<file path="src/rtl/alu_pkg.sv">
`default_nettype none
// ============================================================================
// Module   : alu_pkg
// Purpose  : Op codes, slice result-select values, issue control struct and
//            the op -> slice-control decode for the ALU issue stage.
// Revision : 1.0  initial release
// ============================================================================
package alu_pkg;

  localparam logic [3:0] OP_AND  = 4'd0;
  localparam logic [3:0] OP_OR   = 4'd1;
  localparam logic [3:0] OP_ADD  = 4'd2;
  localparam logic [3:0] OP_SUB  = 4'd3;
  localparam logic [3:0] OP_SLT  = 4'd4;
  localparam logic [3:0] OP_NOR  = 4'd5;
  localparam logic [3:0] OP_NAND = 4'd6;

  localparam logic [1:0] SEL_AND  = 2'b00;
  localparam logic [1:0] SEL_OR   = 2'b01;
  localparam logic [1:0] SEL_SUM  = 2'b10;
  localparam logic [1:0] SEL_LESS = 2'b11;

  // Control half of an issue entry; the operands are prepended by the stage.
  typedef struct packed {
    logic       ainv;
    logic       binv;
    logic [1:0] sel;
    logic       cin;
    logic       illegal;
  } issue_ctrl_t;

  localparam int CTRL_W = $bits(issue_ctrl_t);

  function automatic issue_ctrl_t alu_decode(input logic [3:0] op);
    issue_ctrl_t c;
    c = '0;
    case (op)
      OP_AND:  c.sel = SEL_AND;
      OP_OR:   c.sel = SEL_OR;
      OP_ADD:  c.sel = SEL_SUM;
      OP_SUB:  begin c.binv = 1'b1; c.sel = SEL_SUM;  c.cin = 1'b1; end
      OP_SLT:  begin c.binv = 1'b1; c.sel = SEL_LESS; c.cin = 1'b1; end
      OP_NOR:  begin c.ainv = 1'b1; c.binv = 1'b1; c.sel = SEL_AND; end
      OP_NAND: begin c.ainv = 1'b1; c.binv = 1'b1; c.sel = SEL_OR;  end
      default: c.illegal = 1'b1;
    endcase
    return c;
  endfunction

endpackage
`default_nettype wire

</file>
<file path="src/rtl/alu_skid_buffer.sv">
`default_nettype none
// ============================================================================
// Module   : alu_skid_buffer
// Purpose  : Two-entry (main + skid) registered valid/ready buffer; main
//            drives the output, ready is a pure register.
// Revision : 1.0  initial release
// ============================================================================
module alu_skid_buffer #(
  parameter int DATA_W = 8
) (
  input  logic              clk,
  input  logic              rst_n,
  input  logic              i_valid,
  output logic              o_ready,
  input  logic [DATA_W-1:0] i_data,
  output logic              o_valid,
  input  logic              i_ready,
  output logic [DATA_W-1:0] o_data
);

  logic              r_main_valid;
  logic [DATA_W-1:0] r_main_data;
  logic              r_skid_valid;
  logic [DATA_W-1:0] r_skid_data;
  logic              r_in_ready;

  logic w_accept;
  logic w_drain;
  logic w_main_free;
  logic w_main_valid_nxt;
  logic w_skid_valid_nxt;
  logic w_main_load_in;
  logic w_main_load_skid;
  logic w_skid_load;

  assign w_accept    = i_valid & r_in_ready;
  assign w_drain     = r_main_valid & i_ready;
  assign w_main_free = ~r_main_valid | w_drain;

  // Ready is registered, so no accept can arrive while the skid is occupied.
  always_comb begin
    w_main_valid_nxt = r_main_valid;
    w_skid_valid_nxt = r_skid_valid;
    w_main_load_in   = 1'b0;
    w_main_load_skid = 1'b0;
    w_skid_load      = 1'b0;
    if (r_skid_valid) begin
      if (w_drain) begin
        w_main_load_skid = 1'b1;
        w_skid_valid_nxt = 1'b0;
      end
    end else if (w_accept) begin
      if (w_main_free) begin
        w_main_load_in   = 1'b1;
        w_main_valid_nxt = 1'b1;
      end else begin
        w_skid_load      = 1'b1;
        w_skid_valid_nxt = 1'b1;
      end
    end else if (w_drain) begin
      w_main_valid_nxt = 1'b0;
    end
  end

  always_ff @(posedge clk) begin
    if (!rst_n) begin
      r_main_valid <= 1'b0;
      r_main_data  <= '0;
      r_skid_valid <= 1'b0;
      r_skid_data  <= '0;
      r_in_ready   <= 1'b0;
    end else begin
      r_main_valid <= w_main_valid_nxt;
      r_skid_valid <= w_skid_valid_nxt;
      r_in_ready   <= ~w_skid_valid_nxt;
      if (w_main_load_in) begin
        r_main_data <= i_data;
      end else if (w_main_load_skid) begin
        r_main_data <= r_skid_data;
      end
      if (w_skid_load) begin
        r_skid_data <= i_data;
      end
    end
  end

  assign o_ready = r_in_ready;
  assign o_valid = r_main_valid;
  assign o_data  = r_main_data;

endmodule
`default_nettype wire

</file>
<file path="src/rtl/alu_issue_stage.sv">
`default_nettype none
// ============================================================================
// Module   : alu_issue_stage
// Purpose  : Decodes ALU ops into slice controls and issues them, with
//            operands, through a two-entry skid buffer.
// Revision : 1.0  initial release
// ============================================================================
module alu_issue_stage
  import alu_pkg::*;
#(
  parameter int WIDTH = 64
) (
  input  logic             clk,
  input  logic             rst_n,
  input  logic             in_valid,
  output logic             in_ready,
  input  logic [3:0]       in_op,
  input  logic [WIDTH-1:0] in_a,
  input  logic [WIDTH-1:0] in_b,
  output logic             out_valid,
  input  logic             out_ready,
  output logic [WIDTH-1:0] out_a,
  output logic [WIDTH-1:0] out_b,
  output logic             out_ainv,
  output logic             out_binv,
  output logic [1:0]       out_sel,
  output logic             out_cin,
  output logic             out_illegal
);

  localparam int ENTRY_W = 2 * WIDTH + CTRL_W;

  issue_ctrl_t        w_ctrl_in;
  issue_ctrl_t        w_ctrl_out;
  logic [ENTRY_W-1:0] w_entry_in;
  logic [ENTRY_W-1:0] w_entry_out;

  // Entry layout, MSB first: {a, b, ctrl}.
  assign w_ctrl_in  = alu_decode(in_op);
  assign w_entry_in = {in_a, in_b, w_ctrl_in};

  alu_skid_buffer #(
    .DATA_W (ENTRY_W)
  ) u_skid (
    .clk     (clk),
    .rst_n   (rst_n),
    .i_valid (in_valid),
    .o_ready (in_ready),
    .i_data  (w_entry_in),
    .o_valid (out_valid),
    .i_ready (out_ready),
    .o_data  (w_entry_out)
  );

  assign out_a       = w_entry_out[ENTRY_W-1 -: WIDTH];
  assign out_b       = w_entry_out[CTRL_W +: WIDTH];
  assign w_ctrl_out  = w_entry_out[CTRL_W-1:0];
  assign out_ainv    = w_ctrl_out.ainv;
  assign out_binv    = w_ctrl_out.binv;
  assign out_sel     = w_ctrl_out.sel;
  assign out_cin     = w_ctrl_out.cin;
  assign out_illegal = w_ctrl_out.illegal;

endmodule
`default_nettype wire

</file>
<file path="config.mk">
export PLATFORM = sky130hd
export DESIGN_NAME = alu_issue_stage
export DESIGN_NICKNAME = d
export VERILOG_FILES = /design/src/rtl/alu_pkg.sv /design/src/rtl/alu_skid_buffer.sv /design/src/rtl/alu_issue_stage.sv
export SDC_FILE = /design/constraint.sdc
export NUM_CORES = 1
export LEC_CHECK = 0
export CORE_ASPECT_RATIO = 2
export CORE_MARGIN = 2
export CORE_UTILIZATION = 46
export DETAILED_ROUTE_END_ITERATION = 8
export GPL_TIMING_DRIVEN = 0
export PLACE_DENSITY = 0.87
export SLEW_MARGIN = 0
export SYNTH_ARGS = -nofsm -noshare
export SYNTH_HDL_FRONTEND = slang
export SYNTH_HIERARCHICAL = 1
export SYNTH_SLANG_ARGS = --single-unit
export TNS_END_PERCENT = 20
</file>
<file path="constraint.sdc">
create_clock -name clk -period 1.4 [get_ports clk]
set_input_delay 0.14 -clock clk [delete_from_list [all_inputs] [get_ports clk]]
set_output_delay 0.14 -clock clk [all_outputs]
set_load 0.02 [all_outputs]
</file>
==> run summary <==
status: finished, violations left
failing checks: design-rule violations, negative setup slack
Sink Count: 271
count of final setup violators: 234
Max Slew Vio Count: 0
CP Launch Type: flip-flop
sequential-to-total area share from yosys stat: 0.451
fraction of registers with async set or reset after synthesis: 0
via count: 13045
initial antenna violation count: 1
Area growth, synth to finish: 54.1%
Synth Flop Type: dfxtp_1
CP startpoint: u_skid/r_skid_valid
global-route wire length before repair: 72.2 mm
DRT antenna net count: 0
Core ar.: 25700 um^2
Clock Tree Root: clkbuf_16
library cells used by synthesis: 30
GRT Residual Overflow: 0
Total Routing Usage GR: 0.332
Top cell by count, worst path: buf_12
Final Hold Fails: 0
WP buf/inv: 3
die width: 118 um
post-route minimum period: 1.65 ns
Nets: 1750
worst setup path end: u_skid/o_data[59]
reg2reg end: u_skid/o_data[59]
combinational power share: 0.177
Final GP Congestion: 0.859
RR Startpoint: u_skid/r_skid_valid
critical path data required time: 1.80 ns
WL final: 50.5 mm
Synth Register Bits: 271
worst path cell trace: and3b_1 -> buf_6 -> buf_12 -> buf_12 -> a32oi_4 -> a21boi_1
Pre-antenna DRT Iters: 7
Sw Share: 0.273
worst-path fanout max: 8
CTS Buf Count: 24
WS Path Type: flip-flop to flip-flop
Clock Latency Late Sink: 0.53 ns
reg2reg path depth: 6
largest net degree at the start of global routing: 17
1st-iter DRT viols: 1310
relative slew slack: 0.329
total power: 18.1 mW
Max Cap Violations: 0
Worst-Margin Slew: 1.01 ns
CTS tree: done
Crit path max-delay family: compound AO/OA/AOI/OAI gates
Worst Setup End Kind: flip-flop
CTS max path bufs: 3
Reg power frac: 0.447
Antenna Cells: 0
cts hold-fix bufs: 0
skew final: 0.0110 ns
Net Count, Synth: 1417
setup ws final: -0.246 ns
initial cell density of the core: 0.469
Levels on crit path: 6
port bufs: 270
instance count of the mapped netlist: 1281
PwrDens: 979 nW/um^2
Critical-path top delay cell: dfxtp_4
Reg2Reg Setup Slack: -0.25 ns
DP Wirelength: 30.9 mm
die footprint: 27500 um^2
# DRC: 1
YS warnings: 6
ratio of cells with drive above 1 in the final layout: 0.241
EDFF count, synth: 0
vias in the first global route: 12995
Vias/cell: 6.62
CTS H-tree lvls: 1
Die H: 233 um
Psw: 4.96 mW
Lkg Pwr: 7.01 nW
RSZ-0062 raised after global routing: yes
netlist area before placement: 12000 um^2
Power Internal: 13.2 mW
placed cell areas: 15200 um^2
slowest cell delay on critical path: 0.39 ns
VDD IR max: 1020 uV
Clock transition at path regs: 0.07 ns
syn avg cell area: 9.39 um^2
clock share of power: 0.376
I/O pin total: 272
Max Fclk: 608 MHz
post-route cell area: 18500 um^2
drt wl/cell: 25.6 um
post-route clock period utilization: 1.18
Hold Crit Class: input pin to flip-flop
FP Rows: 83
Data arrival, critical path: 2.05 ns
per-stage QoR:
stage	setup TNS [ns]	cells	util	hold WS, ns	setup WS (ns)
floorplan	0	1281	-	0.287	0.0220
global placement	-180.23	1891	0.591	0.452	-1.09
detailed placement	-187.04	1891	0.591	0.454	-1.12
finish	-19.89	1972	0.723	0.200	-0.246
CTS	-40.74	1967	0.682	0.191	-0.260
global route	-35.93	1972	0.723	0.223	-0.300
cell families (layout without fill, tap and decap cells):
family | count (synthesis) | in the layout | share of synthesized area
muxes | 1 | 1 | 0.000833
AOI/OAI and AO/OA | 680 | 680 | 0.410
buffers and inverters | 180 | 530 | 0.0739
and+or+nand+nor | 149 | 150 | 0.0645
DFF | 271 | 271 | 0.451
cell usage in the layout, fill, tap and decap left out, types with 5 or more instances in the layout:
master,synthesis,final
o21ai_1,0,5
buf_16,0,7
o31ai_2,0,53
buf_2,77,8
dlymetal6s2s_1,0,23
clkbuf_4,0,8
dfxtp_1,271,268
buf_4,9,32
clkbuf_2,0,35
buf_12,0,19
o31ai_1,134,70
nand3_2,0,5
a21boi_0,170,56
o21ai_2,0,6
buf_6,11,44
o31ai_4,0,11
a21boi_1,99,200
a32oi_2,0,49
nand3_1,134,128
clkbuf_8,0,9
a32oi_1,134,65
o21ai_0,137,126
a21boi_2,0,13
clkinv_2,0,5
clkdlybuf4s50_1,0,134
dlygate4sd2_1,0,105
clkbuf_16,0,31
buf_8,0,23
a32oi_4,0,20
clkbuf_1,80,38
synthesized netlist by cell type (2+ instances only):
cell type,count,share of area
o31ai_1,134,0.084
buf_6,11,0.010
nor2b_1,2,0.0010
buf_4,9,0.0056
buf_2,77,0.032
nand2b_1,3,0.0016
a21boi_1,99,0.062
inv_1,2,0.00062
o21ai_0,137,0.057
a21boi_0,170,0.11
clkbuf_1,80,0.025
a32oi_1,134,0.098
dfxtp_1,271,0.45
nand3_1,134,0.056
a21oi_1,2,0.00083
and2_1,2,0.0010
worst min path at each step:
| stage | endpoint | slack [ns] | cells past startpoint | startpoint |
|---|---|---|---|---|
| 5_1_grt | u_skid/r_skid_data[113] | 0.22 | 3 | in_a[43] |
| 3_5_place_dp | u_skid/o_data[109] | 0.45 | 2 | u_skid/o_data[109] |
| 3_3_place_gp | u_skid/o_data[21] | 0.45 | 2 | u_skid/o_data[21] |
| 6_report | u_skid/r_skid_data[92] | 0.20 | 3 | in_a[22] |
| 2_1_floorplan | u_skid/r_skid_data[108] | 0.29 | 2 | in_a[38] |
| 4_1_cts | u_skid/r_skid_data[92] | 0.19 | 3 | in_a[22] |
area by class of cell:
type | instances | area [um^2]
Fill cell | 1714 | 7120
Multi-Input combinational cell | 831 | 7020
Sequential cell | 271 | 5440
Timing Repair Buffer | 311 | 3270
Buffer | 173 | 1570
Clock buffer | 34 | 719
Tap cell | 340 | 425
Clock inverter | 10 | 86.3
Inverter | 2 | 7.51
tightest hold or removal path, cell delays in order:
cell             delay [ns]
clkdlybuf4s50_1        0.42
nand3_1                0.07
a21boi_1               0.05
power groups by stage:
stage	Combinational [mW]	Clock (mW)	Sequential, mW
floorplan	0.991	0	8.46
global placement	2.46	0	8.25
detailed placement	2.50	0	8.25
CTS	2.81	6.81	8.09
global route	3.33	7.15	8.13
finish	3.21	6.81	8.11
state kept, by name, indices dropped and copies added (netlist names):
signal / count
u_skid/o_data: 134
u_skid/o_valid: 1
u_skid/r_skid_valid: 1
u_skid/o_ready: 1
u_skid/r_skid_data: 134
layer usage:
layer	GRT usage	up-vias	routed length, um
met5	0	-	0
met3	0.0618	287	3720
met4	0.250	0	4440
li1	-	5652	-
met2	0.610	816	26200
met1	0.325	6290	16100
timing repair:
action / 4_1_cts / 5_1_grt
endpoints found under the setup margin: 404 / 341
cloned: 13 / 7
pin swaps: 70 / 80
gates resized for setup: 395 / 427
buffers inserted: 19 / 7
Power figures use the tool's default switching activity.
